$ cat src/rtl/ctrl_seq_if.sv
// ctrl_seq_if: control-sequencer bus between the fetch/ALU side (master) and the sequencer (slave)
interface ctrl_seq_if #(
  parameter int INSTR_W = 9,
  parameter int PCT_W   = 4,
  parameter int CNT_W   = 16
);
  logic               Start;
  logic [INSTR_W-1:0] Instruction;
  logic               AluZero;
  logic               AluNeg;
  logic               Jump;
  logic               Branch;
  logic               BranchTaken;
  logic               MemRead;
  logic               MemtoReg;
  logic               MemWrite;
  logic               ALUSrc;
  logic               RegWrite;
  logic               RegDst;
  logic [3:0]         ALUOp;
  logic [PCT_W-1:0]   PCTarg;
  logic               PCEn;
  logic               Done;
  logic [CNT_W-1:0]   CycleCount;
  modport master (
    output Start, Instruction, AluZero, AluNeg,
    input  Jump, Branch, BranchTaken, MemRead, MemtoReg, MemWrite, ALUSrc, RegWrite, RegDst,
    input  ALUOp, PCTarg, PCEn, Done, CycleCount
  );
  modport slave (
    input  Start, Instruction, AluZero, AluNeg,
    output Jump, Branch, BranchTaken, MemRead, MemtoReg, MemWrite, ALUSrc, RegWrite, RegDst,
    output ALUOp, PCTarg, PCEn, Done, CycleCount
  );
endinterface

$ cat src/rtl/ctrl_seq.sv
// ctrl_seq: multi-cycle control sequencer with flag register, internal branch resolution and halt
module ctrl_seq #(
  parameter int INSTR_W = 9,
  parameter int PCT_W   = 4,
  parameter int MEM_LAT = 2,
  parameter int CNT_W   = 16
) (
  input logic       Clk,
  input logic       Reset,
  ctrl_seq_if.slave bus
);
  localparam int MW = $clog2(MEM_LAT + 1);
  typedef enum logic [2:0] {IDLE, EXEC, MEM, WB, HALT} state_t;
  state_t           state_q, state_d;
  logic             flag_z_q, flag_z_d, flag_n_q, flag_n_d;
  logic [MW-1:0]    mem_cnt_q, mem_cnt_d;
  logic [CNT_W-1:0] cnt_q, cnt_d;
  logic [2:0]       op;
  logic [1:0]       fn;
  logic             is_ld, is_st, cond, mem_last, active;
  assign op       = bus.Instruction[INSTR_W-1 -: 3];
  assign fn       = bus.Instruction[1:0];
  assign is_ld    = op == 3'b110 && fn == 2'b00;
  assign is_st    = op == 3'b110 && fn == 2'b01;
  assign mem_last = mem_cnt_q == MW'(MEM_LAT - 1);
  assign active   = state_q == EXEC || state_q == MEM || state_q == WB;
  assign cond     = fn == 2'b00 ? flag_z_q : fn == 2'b01 ? !flag_z_q : fn == 2'b10 ? flag_n_q : 1'b1;
  assign bus.PCTarg     = bus.Instruction[PCT_W+1:2];
  assign bus.CycleCount = cnt_q;
  always_comb begin
    bus.Jump        = 1'b0;
    bus.Branch      = 1'b0;
    bus.BranchTaken = 1'b0;
    bus.MemRead     = 1'b0;
    bus.MemtoReg    = 1'b0;
    bus.MemWrite    = 1'b0;
    bus.ALUSrc      = 1'b0;
    bus.RegWrite    = 1'b0;
    bus.RegDst      = 1'b0;
    bus.ALUOp       = 4'b0000;
    bus.PCEn        = 1'b0;
    bus.Done        = 1'b0;
    state_d         = state_q;
    flag_z_d        = flag_z_q;
    flag_n_d        = flag_n_q;
    mem_cnt_d       = '0;
    cnt_d           = active && !(&cnt_q) ? cnt_q + 1'b1 : cnt_q;
    case (state_q)
      IDLE: state_d = bus.Start ? EXEC : IDLE;
      EXEC: begin
        bus.ALUOp    = 4'b1000;
        bus.RegWrite = 1'b1;
        bus.PCEn     = 1'b1;
        case (op)
          3'b000: bus.ALUOp = {2'b00, fn};
          3'b001: begin
            bus.ALUOp  = fn == 2'b00 ? 4'b1001 : fn == 2'b01 ? 4'b1010 : fn == 2'b10 ? 4'b0100 : 4'b0101;
            bus.RegDst = fn == 2'b00;
          end
          3'b010: begin
            bus.ALUSrc = 1'b1;
            bus.ALUOp  = 4'b1010;
          end
          3'b011: bus.ALUOp = fn == 2'b00 ? 4'b0110 : fn == 2'b01 ? 4'b0111 : fn == 2'b10 ? 4'b1011 : 4'b1000;
          3'b100: begin
            bus.Branch   = 1'b1;
            bus.RegWrite = 1'b0;
            bus.ALUOp    = 4'b1001;
          end
          3'b101: begin
            bus.Jump     = fn == 2'b00;
            bus.RegWrite = fn != 2'b00;
            bus.ALUOp    = fn == 2'b01 ? 4'b0001 : 4'b1000;
            flag_z_d     = fn == 2'b01 ? bus.AluZero : flag_z_q;
            flag_n_d     = fn == 2'b01 ? bus.AluNeg : flag_n_q;
          end
          3'b110: begin
            bus.PCEn = !(is_ld || is_st);
            state_d  = is_ld || is_st ? MEM : EXEC;
          end
          default: begin
            bus.ALUOp    = 4'b0000;
            bus.RegWrite = 1'b0;
            bus.PCEn     = 1'b0;
            state_d      = HALT;
          end
        endcase
        bus.BranchTaken = bus.Jump || (bus.Branch && cond);
      end
      MEM: begin
        // Instruction is held by fetch while PCEn=0, so ld/str is re-decoded here
        bus.ALUOp    = 4'b1001;
        bus.MemRead  = is_ld;
        bus.MemWrite = is_st;
        bus.PCEn     = mem_last && !is_ld;
        mem_cnt_d    = mem_last ? '0 : mem_cnt_q + 1'b1;
        state_d      = !mem_last ? MEM : is_ld ? WB : EXEC;
      end
      WB: begin
        bus.ALUOp    = 4'b1000;
        bus.MemtoReg = 1'b1;
        bus.RegWrite = 1'b1;
        bus.PCEn     = 1'b1;
        state_d      = EXEC;
      end
      HALT: bus.Done = 1'b1;
      default: state_d = IDLE;
    endcase
  end
  always_ff @(posedge Clk) begin
    if (Reset) begin
      state_q   <= IDLE;
      flag_z_q  <= 1'b0;
      flag_n_q  <= 1'b0;
      mem_cnt_q <= '0;
      cnt_q     <= '0;
    end else begin
      state_q   <= state_d;
      flag_z_q  <= flag_z_d;
      flag_n_q  <= flag_n_d;
      mem_cnt_q <= mem_cnt_d;
      cnt_q     <= cnt_d;
    end
  end
endmodule

$ cat src/flat_wrapper.sv
// flat-port wrapper written by rule: the top's interface ports become plain ports
module ctrl_seq_flat 
#(
  parameter int INSTR_W = 9,
  parameter int PCT_W   = 4,
  parameter int MEM_LAT = 2,
  parameter int CNT_W   = 16
)
  (Clk, Reset, bus_Start, bus_Instruction, bus_AluZero, bus_AluNeg, bus_Jump, bus_Branch, bus_BranchTaken, bus_MemRead, bus_MemtoReg, bus_MemWrite, bus_ALUSrc, bus_RegWrite, bus_RegDst, bus_ALUOp, bus_PCTarg, bus_PCEn, bus_Done, bus_CycleCount);
  ctrl_seq_if #(.INSTR_W(INSTR_W), .PCT_W(PCT_W), .CNT_W(CNT_W)) bus_i ();
  input logic Clk;
  input logic Reset;
  input wire logic [$bits(bus_i.Start)-1:0] bus_Start;
  input wire logic [$bits(bus_i.Instruction)-1:0] bus_Instruction;
  input wire logic [$bits(bus_i.AluZero)-1:0] bus_AluZero;
  input wire logic [$bits(bus_i.AluNeg)-1:0] bus_AluNeg;
  output wire logic [$bits(bus_i.Jump)-1:0] bus_Jump;
  output wire logic [$bits(bus_i.Branch)-1:0] bus_Branch;
  output wire logic [$bits(bus_i.BranchTaken)-1:0] bus_BranchTaken;
  output wire logic [$bits(bus_i.MemRead)-1:0] bus_MemRead;
  output wire logic [$bits(bus_i.MemtoReg)-1:0] bus_MemtoReg;
  output wire logic [$bits(bus_i.MemWrite)-1:0] bus_MemWrite;
  output wire logic [$bits(bus_i.ALUSrc)-1:0] bus_ALUSrc;
  output wire logic [$bits(bus_i.RegWrite)-1:0] bus_RegWrite;
  output wire logic [$bits(bus_i.RegDst)-1:0] bus_RegDst;
  output wire logic [$bits(bus_i.ALUOp)-1:0] bus_ALUOp;
  output wire logic [$bits(bus_i.PCTarg)-1:0] bus_PCTarg;
  output wire logic [$bits(bus_i.PCEn)-1:0] bus_PCEn;
  output wire logic [$bits(bus_i.Done)-1:0] bus_Done;
  output wire logic [$bits(bus_i.CycleCount)-1:0] bus_CycleCount;
  assign bus_i.Start = bus_Start;
  assign bus_i.Instruction = bus_Instruction;
  assign bus_i.AluZero = bus_AluZero;
  assign bus_i.AluNeg = bus_AluNeg;
  assign bus_Jump = bus_i.Jump;
  assign bus_Branch = bus_i.Branch;
  assign bus_BranchTaken = bus_i.BranchTaken;
  assign bus_MemRead = bus_i.MemRead;
  assign bus_MemtoReg = bus_i.MemtoReg;
  assign bus_MemWrite = bus_i.MemWrite;
  assign bus_ALUSrc = bus_i.ALUSrc;
  assign bus_RegWrite = bus_i.RegWrite;
  assign bus_RegDst = bus_i.RegDst;
  assign bus_ALUOp = bus_i.ALUOp;
  assign bus_PCTarg = bus_i.PCTarg;
  assign bus_PCEn = bus_i.PCEn;
  assign bus_Done = bus_i.Done;
  assign bus_CycleCount = bus_i.CycleCount;
  ctrl_seq #(.INSTR_W(INSTR_W), .PCT_W(PCT_W), .MEM_LAT(MEM_LAT), .CNT_W(CNT_W)) u_core (.Clk(Clk), .Reset(Reset), .bus(bus_i));
endmodule
$ cat config.mk
export PLATFORM = sky130hd
export DESIGN_NAME = ctrl_seq_flat
export DESIGN_NICKNAME = d
export VERILOG_FILES = /design/src/rtl/ctrl_seq_if.sv /design/src/rtl/ctrl_seq.sv /design/src/flat_wrapper.sv
export SDC_FILE = /design/constraint.sdc
export NUM_CORES = 1
export LEC_CHECK = 0
export CAP_MARGIN = 20
export CORE_UTILIZATION = 25
export CTS_CLUSTER_DIAMETER = 60
export CTS_CLUSTER_SIZE = 28
export DETAILED_ROUTE_END_ITERATION = 10
export PLACE_DENSITY = 0.57
export REMOVE_ABC_BUFFERS = 1
export SYNTH_ARGS = -nofsm -noshare
export SYNTH_HDL_FRONTEND = slang
export SYNTH_SLANG_ARGS = --single-unit
$ cat constraint.sdc
create_clock -name Clk -period 4.7 [get_ports Clk]
set_clock_uncertainty 0.2 [all_clocks]
set_input_delay 1.41 -clock Clk [delete_from_list [all_inputs] [get_ports Clk]]
set_output_delay 1.41 -clock Clk [all_outputs]
set_load 0.02 [all_outputs]
## Yosys cells after proc, flatten, opt, wreduce, memory -nomap -nowiden

Index checks and enable logic that the tools add are counted.

| cells by class | value |
|---|---|
| add/sub/neg operators | 2 |
| multiply operators | 0 |
| divide/modulo/power cells | 0 |
| magnitude comparators | 0 |
| equality and inequality tests | 14 |
| shifts and indexed selects | 0 |
| mux-type cells | 37 |
| bitwise gates (word level) | 2 |
| reductions and logical operators | 23 |

Operators by type and width:

| kind | count |
|---|---|
| case mux 4 bit (7 select lines) | 1 |
| two-way mux 1 bit | 20 |
| two-way mux 4 bit | 5 |
| adder 16 x 1 -> 16 bit, second input constant | 1 |
| AND reduction 16 bit | 1 |
| case mux 3 bit (5 select lines) | 1 |
| == test 3 x 2 -> 1 bit, second input constant | 4 |
| == test 3 bit, second input constant | 4 |
| case mux 4 bit (3 select lines) | 1 |
| == test 3 x 1 -> 1 bit, second input constant | 2 |
| zero test 3 bit | 2 |
| two-way mux 2 bit | 3 |
| case mux 1 bit (2 select lines) | 3 |
| case mux 3 bit (2 select lines) | 1 |
| OR reduction 6 bit | 1 |
| logical AND 1 bit | 5 |
| OR reduction 5 bit | 1 |
| == test 2 x 1 -> 1 bit, second input constant | 2 |
| zero test 1 bit | 4 |
| logical OR 1 bit | 4 |
| two-way mux 3 bit | 1 |
| case mux 1 bit (3 select lines) | 1 |
| AND reduction 3 bit | 1 |
| OR reduction 3 bit | 1 |
| other kinds (7) | 8 |

| storage, ports and cells | value |
|---|---|
| register bits after elaboration | 23 |
| latch bits | 0 |
| bits in writable memories | 0 |
| memory bits (read-only) | 0 |
| bits of input ports | 14 |
| output and inout port bits | 35 |
| logic and storage cells | 83 |
| memories | 0 |

## Longest topological paths before layout

| logic depth | value |
|---|---|
| depth in word-level cells | 7 |
| mapped depth | 6 |
| mapped depth without buffers | 6 |

## Least setup slack after synthesis

Ideal clock, no wire load.

| timing | value |
|---|---|
| path type | input to output |
| start point | in bus_Instruction[1] |
| end point | out bus_ALUOp[0] |
| arrival | 2.613 ns |
| data required time | 3.090 ns |
| setup slack | 0.477 ns |
| stages on the path | 6 |
| path buffers | 0 |
| cell sequence | inv_1 > ha_1 > inv_1 > a31oi_1 > o21ai_0 > a221oi_1 |

| between the ends | value |
|---|---|
| word-level cells in the longest chain between the ends | 6 |
| elaborated cells between the ends (all ways) | 12 |
| classes of those cells | 2 x eq/ne; 9 x mux; 1 x reduce/logical |

RTL lines:

| element | line | RTL |
|---|---|---|
| start, declared | flat_wrapper.sv:14 | `input wire logic [$bits(bus_i.Instruction)-1:0] bus_Instruction;` |
| == test 2 bit | ctrl_seq.sv:57, ctrl_seq.sv:64 |  |
| two-way mux 2 bit / two-way mux 1 bit (equally long branches) | ctrl_seq.sv:64, ctrl_seq.sv:57 |  |
| two-way mux 4 bit, on equally long branches (2 in series) | ctrl_seq.sv:64, ctrl_seq.sv:57 |  |
| case mux 4 bit (7 select lines) (*) | ctrl_seq.sv:54 | `case (op)` |
| case mux 4 bit (3 select lines) (*) | ctrl_seq.sv:48 | `case (state_q)` |
| end, declared | flat_wrapper.sv:26 | `output wire logic [$bits(bus_i.ALUOp)-1:0] bus_ALUOp;` |

Mark *: on every way between the ends. The rest lies on a longest branch, timed or not.

## Worst setup path in the final report

| timing | value |
|---|---|
| start point | in bus_Instruction[1] |
| end point | out bus_BranchTaken |

| between the ends | value |
|---|---|
| word-level cells in the longest chain between the ends | 7 |
| elaborated cells between the ends (all ways) | 11 |
| classes of those cells | 2 x eq/ne; 6 x mux; 3 x reduce/logical |

RTL lines:

| element | line | RTL |
|---|---|---|
| == test 2 bit | ctrl_seq.sv:27 | `assign cond = fn == 2'b00 ? flag_z_q : fn == 2'b01 ? !flag_z_q : fn == 2'b10 ? flag_n_q : 1'b1;` |
| two-way mux 1 bit (3 in series) | ctrl_seq.sv:27 |  |
| logical AND 1 bit | ctrl_seq.sv:88 | `bus.BranchTaken = bus.Jump \|\| (bus.Branch && cond);` |
| logical OR 1 bit (*) | ctrl_seq.sv:88 |  |
| two-way mux 1 bit (*) | ctrl_seq.sv:48 |  |
| end, declared | flat_wrapper.sv:19 | `output wire logic [$bits(bus_i.BranchTaken)-1:0] bus_BranchTaken;` |

Mark *: on every way between the ends. The rest lies on a longest branch, timed or not. The select of a mux whose other input is x is not followed.

==> out/metrics.cfg <==
[synthesis]
synth_top_area_share_pct = 28.51
yosys-top-cells-count = dfxtp_1, nor2_1, inv_1, nor2b_1, a21oi_1
async_flop_share_pct = 0
synth-edff-count = 0
synth_area_mm2 = 0.001615
yosysWarnings = 0
ys.flop_type = dfxtp_1
ys_seq_area_share_pct = 28.51
yosysTopAreaCell = dfxtp_1
syn_avg_cell_area_um2 = 7.957
synth_area_leaders = dfxtp_1, mux2_2, ha_1
synthCells = 203
synth_cell_types = 47
synth_seq_cells = 23

[power]
ir_worst_vdd_mv = 0.1236
p_per_area_mw_per_mm2 = 186.2
finalPower_uw = 415.7
leakagePower_nw = 0.8513

[cells_and_area]
drive_gt1_share_pct = 19.52
layout.nets = 274
diodes = 0
design_area_mm2 = 0.002232
final_util_pct = 36.83
syn2layout_area_growth_pct = 38.19
fill_cells = 654

[timing]
whs_ns = 0.2303
hold_viol = 0
period_needed_ns = 4.642
tightest_slew_ns = 0.8587
postLayoutSetupSlackWorst_ns = 0.05822
period_share_pct = 98.76
setup-violations-final = 0
slew_headroom_pct = 42.54
slew_viol_final = 0
max_freq_mhz = 215.4

[status]
outcome = complete, no violations

[placed_design]
pre_cts_slack_ns = -0.4088
gp_congestion = 0.8184
port_buffers = 40
hpwl_um = 3114
placed_area_mm2 = 0.002172

[global_routing]
grt_use_total_pct = 13.37
grt_first_pass_wirelength_um = 7127
antenna_found_initial = 0
grt_max_degree = 24
overflow = 0
grt_pass1_vias = 1499

[critical_path]
worst-path-buf-inv = 3
path_class = input port to output pin
start_kind = input port
cp_cell_sequence = clkdlybuf4s50_1 > inv_2 > ha_2 > nor2_1 > a221o_1 > a21o_1 > clkdlybuf4s15_2
cp_slowest_cell = clkdlybuf4s50_1
slowest_delay_ns = 0.43
crit_path_end_kind = output pin
critical_path_required_ns = 3.09
critical_path.top_delay_family = buffers and inverters
arrival_ns = 3.03
path_max_fanout = 6

[floorplanning]
initial_core_util_pct = 26.65
ios = 49
die_w_um = 82.38
dieArea_mm2 = 0.006786
core-area_mm2 = 0.006061
core.rowCount = 28
die_h_um = 82.38

[clock_network]
cts_hold_buffers = 0
clock_sinks = 23
root_buffer = clkbuf_8
post-cts-setup-buffer-count = 0
cts.htree.levels = 1
insertion_delay_ns = 0.26
cts_tree = done
cts_buffer_depth = 2
cts_buffers = 3
clk_pin_slew_ns = 0.08

[drt]
wl_per_cell_um = 12.91
initialDrtViolationCount = 81
drt_first_pass_iters = 4
drc = 0
post_drt_via_cell_ratio = 5.049
antenna_left = 0
vias = 1646
totalWireLength_um = 4209

[job]
maxCapViolCount = 0

[min_path]
hold_class = flop to flop

layout make-up:
cell class                      count  area [µm²]  area share (%)
Tap cell                           75       93.84           4.204
Timing Repair Buffer               59       515.5           23.09
Clock buffer                        4       45.04           2.018
Sequential cell                    23       460.4           20.63
Multi-Input combinational cell    153        1072           48.04
Inverter                           12       45.04           2.018
final timing paths:
check / slack (ns) / to / from / cells past startpoint
setup / recovery: 0.06 / bus_BranchTaken / bus_Instruction[1] / 7
hold / removal: 0.23 / u_core.mem_cnt_q[0] / u_core.mem_cnt_q[0] / 1
setup reg to reg: 2.27 / u_core.bus.CycleCount[0] / u_core.bus.CycleCount[0] / 5
hold reg to reg: 0.23 / u_core.mem_cnt_q[0] / u_core.mem_cnt_q[0] / 1
placed cells by master, fill, tap and decap left out, types with 5 or more instances in the layout:
master           count
nand2b_1             8
nand2_1              9
buf_4               19
dfxtp_1             23
nor2_1              23
a211oi_1             6
o21ai_0              7
inv_1               10
clkdlybuf4s50_1     25
a21oi_1             10
mux2_2               9
or4_1                6
nor2b_1             12
nor4_1               5
dlygate4sd2_1        9
state kept, by name, indices dropped and copies added, names as in the netlist:
name / count
u_core.bus.CycleCount: 16
u_core.state_q: 3
u_core.mem_cnt_q: 2
u_core.flag_n_q: 1
u_core.flag_z_q: 1
timing repair:
item	CTS	global route
setup endpoints to repair	13	4
pin swaps	0	1
gates resized for setup	31	10
gates cloned	0	0
power by group:
part	internal, mW	switching (mW)
sequential	0.198	0.00517
clock	0.0605	0.0629
combinational	0.0433	0.0461
total	0.302	0.114
layer usage:
layer	track usage [%]	wire length [µm]
met2	21.82	1996
met4	1.754	0
met3	2.857	235
met1	18.36	1978
met5	0	0
cells by family after synthesis:
group	after synthesis	share of synthesized area, %
adders and majority gates	8	6.197
buffers and inverters	27	7.745
and+or+nand+nor	88	29.98
AOI/OAI and AO/OA	44	18.82
DFF	23	28.50
muxes	13	8.753
metrics by stage:
step	instances	TNS, ns
after detailed placement	322	-3.258
after global routing	326	-0.005939
after floorplan	188	0
after CTS	326	-0.09482
final	326	0
after global placement	322	-3.096
worst register-to-register path, stage by stage (launching register included):
cell and delay (ns):
dfxtp_1 0.41, ha_1 0.29, nand4_1 0.12, nor2_1 0.66
a21boi_0 0.32, mux2_2 0.33
(Power assumes the default switching activity.)
